**src/rtl/dir_pkg.sv**
```systemverilog
// Shared types for the home-node directory: entry encodings, request codes,
// controller states and node-vector helpers.
package dir_pkg;

    localparam int NUM_NODES  = 4;
    localparam int NUM_BLOCKS = 16;
    localparam int NODE_W     = $clog2(NUM_NODES);
    localparam int ADDR_W     = $clog2(NUM_BLOCKS);

    localparam logic [1:0] ST_NONE     = 2'b00;
    localparam logic [1:0] ST_INVALID  = 2'b01;
    localparam logic [1:0] ST_SHARED   = 2'b10;
    localparam logic [1:0] ST_MODIFIED = 2'b11;

    localparam logic [2:0] REQ_READ_MISS  = 3'd1;
    localparam logic [2:0] REQ_WRITE_MISS = 3'd2;
    localparam logic [2:0] REQ_INVALIDATE = 3'd3;
    localparam logic [2:0] REQ_WRITE_BACK = 3'd4;

    typedef enum logic [2:0] {
        IDLE   = 3'd0,
        LOOKUP = 3'd1,
        FETCH  = 3'd2,
        INVAL  = 3'd3,
        REPLY  = 3'd4
    } dirFsm_e;

    typedef struct packed {
        logic [1:0]           state;
        logic [NUM_NODES-1:0] sharers;
    } dir_entry_t;

    function automatic logic [NUM_NODES-1:0] nodeOneHot(input logic [NODE_W-1:0] node);
        nodeOneHot       = '0;
        nodeOneHot[node] = 1'b1;
    endfunction

    // The owner of a MODIFIED block is its single sharer bit; lowest set bit wins.
    function automatic logic [NODE_W-1:0] lowestNode(input logic [NUM_NODES-1:0] vec);
        lowestNode = '0;
        for (int i = NUM_NODES - 1; i >= 0; i--) begin
            if (vec[i]) lowestNode = NODE_W'(i);
        end
    endfunction

endpackage

```
**src/rtl/dir_entry_array.sv**
```systemverilog
// Directory storage: one synchronous write port, asynchronous lookup and debug
// read ports. Reset returns every block to uncached.
module dir_entry_array
    import dir_pkg::*;
(
    input  logic              clk,
    input  logic              rst_n,
    input  logic              wrEn,
    input  logic [ADDR_W-1:0] wrAddr,
    input  dir_entry_t        wrData,
    input  logic [ADDR_W-1:0] lookupAddr,
    output dir_entry_t        lookupData,
    input  logic [ADDR_W-1:0] dbgAddr,
    output dir_entry_t        dbgData
);

    dir_entry_t entries [NUM_BLOCKS];

    always_ff @(posedge clk) begin
        if (!rst_n) begin
            for (int i = 0; i < NUM_BLOCKS; i++) begin
                entries[i] <= '{state: ST_INVALID, sharers: '0};
            end
        end else if (wrEn) begin
            entries[wrAddr] <= wrData;
        end
    end

    assign lookupData = entries[lookupAddr];
    assign dbgData    = entries[dbgAddr];

endmodule

```
**src/rtl/directory_controller.sv**
```systemverilog
// Home-node directory controller: accepts one coherence request at a time and
// sequences fetch / invalidate / reply handshakes before committing the entry.
module directory_controller
    import dir_pkg::*;
(
    input  logic                 clk,
    input  logic                 rst_n,
    input  logic                 req_valid,
    output logic                 req_ready,
    input  logic [2:0]           req_type,
    input  logic [NODE_W-1:0]    req_node,
    input  logic [ADDR_W-1:0]    req_addr,
    output logic                 fetch_valid,
    output logic [NODE_W-1:0]    fetch_node,
    output logic                 fetch_inv,
    input  logic                 fetch_ack,
    output logic                 inv_valid,
    output logic [NUM_NODES-1:0] inv_mask,
    input  logic                 inv_ack,
    output logic                 reply_valid,
    output logic [NODE_W-1:0]    reply_node,
    output logic                 reply_data,
    input  logic                 reply_ack,
    output logic                 protocol_err,
    input  logic [ADDR_W-1:0]    dbg_addr,
    output logic [1:0]           dbg_state,
    output logic [NUM_NODES-1:0] dbg_sharers
);

    dirFsm_e              state, nextState;
    logic [2:0]           reqTypeR;
    logic [NODE_W-1:0]    reqNodeR, fetchNodeR, decOwner;
    logic [ADDR_W-1:0]    reqAddrR;
    logic [NUM_NODES-1:0] invMaskR, decInvMask, reqOneHot;
    logic                 fetchInvR, replyDataR, errR;
    logic                 decFetch, decFetchInv, decReply, decReplyData, decErr, isOwner;
    logic                 wrEn;
    dir_entry_t           lookupEntry, dbgEntry, decEntry, newEntryR, wrData;

    dir_entry_array entryArray (
        .clk        (clk),
        .rst_n      (rst_n),
        .wrEn       (wrEn),
        .wrAddr     (reqAddrR),
        .wrData     (wrData),
        .lookupAddr (reqAddrR),
        .lookupData (lookupEntry),
        .dbgAddr    (dbg_addr),
        .dbgData    (dbgEntry)
    );

    // Protocol decision for the latched request against the current entry.
    // An upgrade that has lost its shared copy degrades to a full write miss.
    always_comb begin
        reqOneHot    = nodeOneHot(reqNodeR);
        decOwner     = lowestNode(lookupEntry.sharers);
        isOwner      = (lookupEntry.state == ST_MODIFIED) && (decOwner == reqNodeR);
        decFetch     = 1'b0;
        decFetchInv  = 1'b0;
        decInvMask   = '0;
        decReply     = 1'b1;
        decReplyData = 1'b1;
        decErr       = 1'b0;
        decEntry     = lookupEntry;
        case (reqTypeR)
            REQ_READ_MISS: begin
                case (lookupEntry.state)
                    ST_SHARED:   decEntry.sharers = lookupEntry.sharers | reqOneHot;
                    ST_MODIFIED: begin
                        if (!isOwner) begin
                            decFetch = 1'b1;
                            decEntry = '{state: ST_SHARED, sharers: nodeOneHot(decOwner) | reqOneHot};
                        end
                    end
                    default:     decEntry = '{state: ST_SHARED, sharers: reqOneHot};
                endcase
            end
            REQ_WRITE_MISS, REQ_INVALIDATE: begin
                decEntry = '{state: ST_MODIFIED, sharers: reqOneHot};
                case (lookupEntry.state)
                    ST_SHARED: begin
                        decInvMask   = lookupEntry.sharers & ~reqOneHot;
                        decReplyData = !((reqTypeR == REQ_INVALIDATE) &&
                                         (|(lookupEntry.sharers & reqOneHot)));
                    end
                    ST_MODIFIED: begin
                        if (isOwner) begin
                            decEntry     = lookupEntry;
                            decReplyData = (reqTypeR == REQ_WRITE_MISS);
                        end else begin
                            decFetch    = 1'b1;
                            decFetchInv = 1'b1;
                        end
                    end
                    default: ;
                endcase
            end
            REQ_WRITE_BACK: begin
                decReply = 1'b0;
                if (isOwner) decEntry = '{state: ST_INVALID, sharers: '0};
                else         decErr   = 1'b1;
            end
            default: begin
                decReply = 1'b0;
                decErr   = 1'b1;
            end
        endcase
    end

    // Sequencing; the entry commits on the edge that closes the final handshake.
    always_comb begin
        nextState = state;
        wrEn      = 1'b0;
        wrData    = newEntryR;
        case (state)
            IDLE:   if (req_valid) nextState = LOOKUP;
            LOOKUP: begin
                if (decErr)            nextState = IDLE;
                else if (decFetch)     nextState = FETCH;
                else if (|decInvMask)  nextState = INVAL;
                else if (decReply)     nextState = REPLY;
                else begin
                    nextState = IDLE;
                    wrEn      = 1'b1;
                    wrData    = decEntry;
                end
            end
            FETCH:  if (fetch_ack) nextState = (|invMaskR) ? INVAL : REPLY;
            INVAL:  if (inv_ack)   nextState = REPLY;
            REPLY: begin
                if (reply_ack) begin
                    nextState = IDLE;
                    wrEn      = 1'b1;
                end
            end
            default: nextState = IDLE;
        endcase
    end

    always_ff @(posedge clk) begin
        if (!rst_n) begin
            state      <= IDLE;
            errR       <= 1'b0;
            reqTypeR   <= '0;
            reqNodeR   <= '0;
            reqAddrR   <= '0;
            newEntryR  <= '{state: ST_INVALID, sharers: '0};
            fetchNodeR <= '0;
            fetchInvR  <= 1'b0;
            invMaskR   <= '0;
            replyDataR <= 1'b0;
        end else begin
            state <= nextState;
            errR  <= (state == LOOKUP) && decErr;
            if (state == IDLE && req_valid) begin
                reqTypeR <= req_type;
                reqNodeR <= req_node;
                reqAddrR <= req_addr;
            end
            if (state == LOOKUP) begin
                newEntryR  <= decEntry;
                fetchNodeR <= decOwner;
                fetchInvR  <= decFetchInv;
                invMaskR   <= decInvMask;
                replyDataR <= decReplyData;
            end
        end
    end

    assign req_ready    = (state == IDLE);
    assign fetch_valid  = (state == FETCH);
    assign fetch_node   = fetchNodeR;
    assign fetch_inv    = fetchInvR;
    assign inv_valid    = (state == INVAL);
    assign inv_mask     = invMaskR;
    assign reply_valid  = (state == REPLY);
    assign reply_node   = reqNodeR;
    assign reply_data   = replyDataR;
    assign protocol_err = errR;
    assign dbg_state    = dbgEntry.state;
    assign dbg_sharers  = dbgEntry.sharers;

endmodule
```
**config.mk**
```make
export PLATFORM = sky130hd
export DESIGN_NAME = directory_controller
export DESIGN_NICKNAME = d
export VERILOG_FILES = /design/src/rtl/dir_pkg.sv /design/src/rtl/dir_entry_array.sv /design/src/rtl/directory_controller.sv
export SDC_FILE = /design/constraint.sdc
export NUM_CORES = 1
export LEC_CHECK = 0
export ABC_AREA = 1
export BUFFER_PORTS_ARGS = -buffer_cell sky130_fd_sc_hd__buf_2
export CORE_MARGIN = 2
export CORE_UTILIZATION = 50
export CTS_CLUSTER_SIZE = 8
export DETAILED_ROUTE_END_ITERATION = 12
export PLACE_DENSITY_LB_ADDON = 0.12
export REMOVE_ABC_BUFFERS = 1
export SLEW_MARGIN = 20
export SYNTH_ARGS = -nofsm -noshare
export SYNTH_HDL_FRONTEND = slang
export SYNTH_SLANG_ARGS = --single-unit
export TNS_END_PERCENT = 1
```
**constraint.sdc**
```tcl
create_clock -name clk -period 2.8 [get_ports clk]
set_clock_uncertainty 0.1 [all_clocks]
set_input_delay 0.56 -clock clk [delete_from_list [all_inputs] [get_ports clk]]
set_output_delay 0.56 -clock clk [all_outputs]
set_load 0.005 [all_outputs]
```
Word-level counts from Yosys, hierarchy flattened. Memory sizes are Yosys's and may differ from the RTL's. A register that Yosys moved wholly into a read port is not among the register bits. Cells that the tools add are included.

Flip-flop bits (word level): 27. Bits in writable memories: 96. Word-level logic and storage cells: 107. Memories kept: 1.

Memories: entryArray.entries (depth 16, width 6, rd ports 2, clocked after memory_dff 1, write ports 16, RTL line dir_entry_array.sv:17) `dir_entry_t entries [NUM_BLOCKS];`.

Magnitude comparators: 4. Equality and inequality tests: 15. Multiplexer cells: 56. Bitwise logic cells: 5. Reduce and logical (&&, ||, !) cells: 15.

Operators with widths (number): two-way mux 6 bit (10); two-way mux 3 bit (9); two-way mux 4 bit (5); two-way mux 1 bit (19); one-hot mux 6 bit (3 select lines) (1); one-hot mux 3 bit (5 select lines) (1); == test 3 x 2 -> 1 bit, second input constant (4); OR reduction 4 bit (3); AND 4 bit (2); two-way mux 2 bit (4); bitwise OR 4 bit (2); one-hot mux 4 bit (2 select lines) (1); == test 3 x 1 -> 1 bit, second input constant (2); == test 3 bit, second input constant (2); logical AND 1 bit (6); < comparator 2 x 3 -> 1 bit, second input constant (2); inequality test 2 x 1 -> 1 bit, second input constant (3); one-hot mux 1 bit (2 select lines) (3); OR reduction 6 bit (1); demux 1 bit (select 2 bit) (2); == test 2 bit, second input constant (2); >= comparator 2 x 1 -> 1 bit, second input constant (2); NOT 4 bit (1); one-hot mux 2 bit (2 select lines) (1); other kinds (7) (7).

Depth between registers and ports, before layout.
Depth in word-level cells: 18. Mapped depth: 23. Mapped depth without buffers: 20.

Modules after synthesis. A second synthesis with hierarchy kept.

Cells, all modules: 1037. Area total of the unflattened synthesis: 7403.4 um^2.

By module, submodules not included: dir_entry_array (instances 1, cells an instance 779, area each 5741.8 um^2, sequential area each 2882.8 um^2); directory_controller (instances 1, cells an instance 258, area each 1661.6 um^2, sequential area each 540.5 um^2).

Worst setup path before layout. Ideal clock, no wire load.

Kind: register to register. Start: register (tool-made name). End: memory entryArray.entries[10][0] (netlist bit), enable pin. Library setup time: 318 ps. Arrival time: 2381 ps. Slack: 1 ps. Cell stages (with the launch flop): 18. Buffers on the path: 4. Path through: dfxtp_1 buf_6 buf_6 buf_6 o211ai_1 nand3_1 nand3_2 nand2_4 nor2_4 nand3_2 nand2_2 nand3_2 inv_2 nand4_4 nand2_4 buf_12 nand4_4 nand2_1.

RTL lines (RTL line): to (decl) (dir_entry_array.sv:17).

==> flow_summary.ini <==
[pwr]
leakage_nw = 3.750
internal_power_w = 0.004103
clkPwrFrac = 0.377
switching_share = 0.3232
p_per_area_nw_per_um2 = 649.5
switchingPower_w = 0.001959
vdd_drop_max_v = 0.0004372
pwr-share-seq = 0.359
p_comb_frac = 0.264

[timing]
layout_min_cycle_time_ps = 2887
drv_slew = 0
worst_pin_slew_ps = 773.1
timing.slew.headroom = 0.4827
fmax_mhz = 346.4
setup_tns_ps = -3462
rsz0062_at_grt = yes
period_share = 1.031
finalHoldViolations = 0
setup_ws_ps = -87.04
setup_viol = 122

[cells_and_area]
drive_above_1_share = 0.2597
nets = 1015
final_util = 0.6446
multiInputGateArea_um2 = 3402
synthToLayoutAreaGrowth_pct = 26.19
seq_area_um2 = 3508
n_antenna_cell = 0
nFillCells = 1211

[logic_synthesis]
yosysMostFrequentCell = nand2_1
synth-seq-area-share = 0.4737
synth.cell_area_um2 = 7396
async_flop_share = 0
synth_largest_area_cell = edfxtp_1
synth_edf_count = 96
synth_seq_cells = 127
synthTopCellsByArea = edfxtp_1, dfxtp_1, nand2_1
ys.warnings.count = 0
synth_common_cells = nand2_1, nor2_1, edfxtp_1
synth.avg_cell_area_um2 = 8.236
syn_inst = 898
yosysUniqueCellTypes = 40
ys.flop_type = edfxtp_1
synth_top_area_frac = 0.3898

[placement]
dp_hpwl_um = 17570
port_buffers = 39
place_congestion = 0.9753

[clock_network]
htreeDepth = 4
cts_hold_buf = 0
clockBufferDepth = 2
cts.sinks = 127
cts_root_buf = clkbuf_16
clk_pin_slew_ps = 60
cts_tree = yes
clk_latency_ps = 420
cts-buffers-inserted = 17

[floorplan]
io_pins = 40
core_um2 = 14480
start_util = 0.5108
dieArea_um2 = 15780
num_rows = 44
fp.dieW_um = 125.6
die_h_um = 125.6

[hold_path]
worstHoldPathCells = 3
hold_class = input pin to register
min_to = reqTypeR[0]
min_from = req_type[0]

[route]
vias = 7103
routed_wl_um = 24360
drtPass1Iterations = 8
wl_per_cell_um = 20.42
drc = 0
drt-initial-drc-count = 736
antenna_left = 0
viasPerCell = 5.954

[critical_path]
path_class = register to register
rr_worst_depth = 20
crit_path_start_kind = register
required_ps = 2820
end_kind = register
r2r_slack_ps = -90
crit_path_max_fanout = 6
critical_path_arrival_ps = 2900
timing.rr.end = entryArray.entries[2][5]

[run_status]
violations = negative setup slack
status = finished, violations left

[grt]
grt_first_pass_wirelength_um = 38070
grt_pass1_vias = 6699
grt_usage = 0.3136
grt_max_degree = 55
antenna_found_initial = 0
gr-total-overflow = 0

[flow_run]
cap_viol_max_count = 0
-- cells by family (layout without fill, tap and decap cells) --
logic type | Yosys count | in the layout | share of synthesized area
AND/OR/NAND/NOR | 395 | 395 | 0.2651
buffers and inverters | 155 | 266 | 0.09203
AO/OA/AOI/OAI | 221 | 221 | 0.1692
flip-flops | 127 | 127 | 0.4737
-- cell usage in the layout, fill, tap and decap left out, drive strengths merged --
cell	synthesis	final
clkinv	2	7
o221ai	11	11
nor4	2	2
nor3	5	5
inv	98	100
o211ai	24	24
buf	25	133
or2	2	2
a31oi	6	6
nand2	161	161
nand3b	1	1
a211oi	1	1
o21a	2	2
edfxtp	96	96
a41oi	1	1
a21oi	84	84
clkinvlp	0	4
nand4	36	36
bufinv	0	3
nor2	118	118
clkbuf	30	19
o22ai	1	1
nand3	69	69
nor3b	1	1
o21ai	91	91
dfxtp	31	31
-- power by group through the flow --
| stage | logic (W) | clock network, W | registers [W] |
|---|---|---|---|
| 2_1_floorplan | 0.000702 | 0 | 0.00223 |
| 3_3_place_gp | 0.00146 | 0 | 0.00221 |
| 3_5_place_dp | 0.00147 | 0 | 0.00221 |
| 4_1_cts | 0.00150 | 0.00230 | 0.00217 |
| 5_1_grt | 0.00172 | 0.00238 | 0.00219 |
| 6_report | 0.00160 | 0.00228 | 0.00218 |
-- per-layer routing --
layer | track usage | up-vias | routed length [µm]
met5 | 0 | - | 0
met4 | 0.1196 | 0 | 738
met3 | 0.04248 | 56 | 1975
met2 | 0.5024 | 393 | 11570
met1 | 0.4365 | 3350 | 10080
li1 | - | 3304 | -
-- cell type report --
| class | instances | area share |
|---|---|---|
| multi-input combinational | 616 | 0.3645 |
| timing repair buffer | 134 | 0.1282 |
| sequential | 127 | 0.3759 |
| inverter | 100 | 0.04116 |
| clock buffer | 18 | 0.04598 |
| clock inverter | 14 | 0.01957 |
| tap | 184 | 0.02467 |
-- flip-flops by register name, summed over array words and instances (netlist names), named ones only --
name,cells
entryArray.entries,96
fetch_inv,1
fetch_node,2
inv_mask,4
newEntryR,6
protocol_err,1
reply_data,1
reply_node,2
reqAddrR,4
reqTypeR,3
state,3
-- worst max path at each step --
stage,start,end,slack [ps],depth (start not counted)
6_report,register,entryArray.entries[2][5],-90,20
5_1_grt,register,entryArray.entries[2][5],-190,20
4_1_cts,register,entryArray.entries[7][2],-10,22
3_5_place_dp,register,entryArray.entries[5][1],-220,19
3_3_place_gp,register,entryArray.entries[15][3],-130,19
2_1_floorplan,register,entryArray.entries[11][0],-1920,18
-- worst max-delay path, cell delays in order, from the launching register on --
cell	delay (ps)
dfxtp_4	450
clkinvlp_4	150
buf_12	150
nand2_1	70
nand3_2	80
nand3_2	110
nand3_2	80
nand2_2	80
inv_2	50
nand2_1	90
nand2_4	50
nand2_2	80
nand2_2	50
nand2_2	70
nand3_2	70
inv_2	80
nand4_4	90
nand2_4	140
buf_12	130
nand4_1	140
nand2_2	230
-- through the flow --
| stage | power (W) | hold WS [ps] | setup slack [ps] | cells | cell area, µm² |
|---|---|---|---|---|---|
| floorplan | 0.002931 | 351.0 | -1923 | 843 | 7093 |
| global placement | 0.003671 | 360.6 | -127.0 | 1154 | 8398 |
| detailed placement | 0.003676 | 360.2 | -215.6 | 1154 | 8398 |
| CTS | 0.005965 | 295.1 | -14.31 | 1188 | 9136 |
| global route | 0.006288 | 343.6 | -194.5 | 1193 | 9333 |
| finish | 0.006062 | 310.3 | -87.04 | 1193 | 9333 |
-- repair_timing --
item | in CTS | in global routing
cloned | 0 | 1
setup endpoints to repair | 190 | 197
pin swaps | 0 | 13
buffers inserted | 2 | 4
gates resized for setup | 29 | 37
Power figures use the tool's default switching activity.
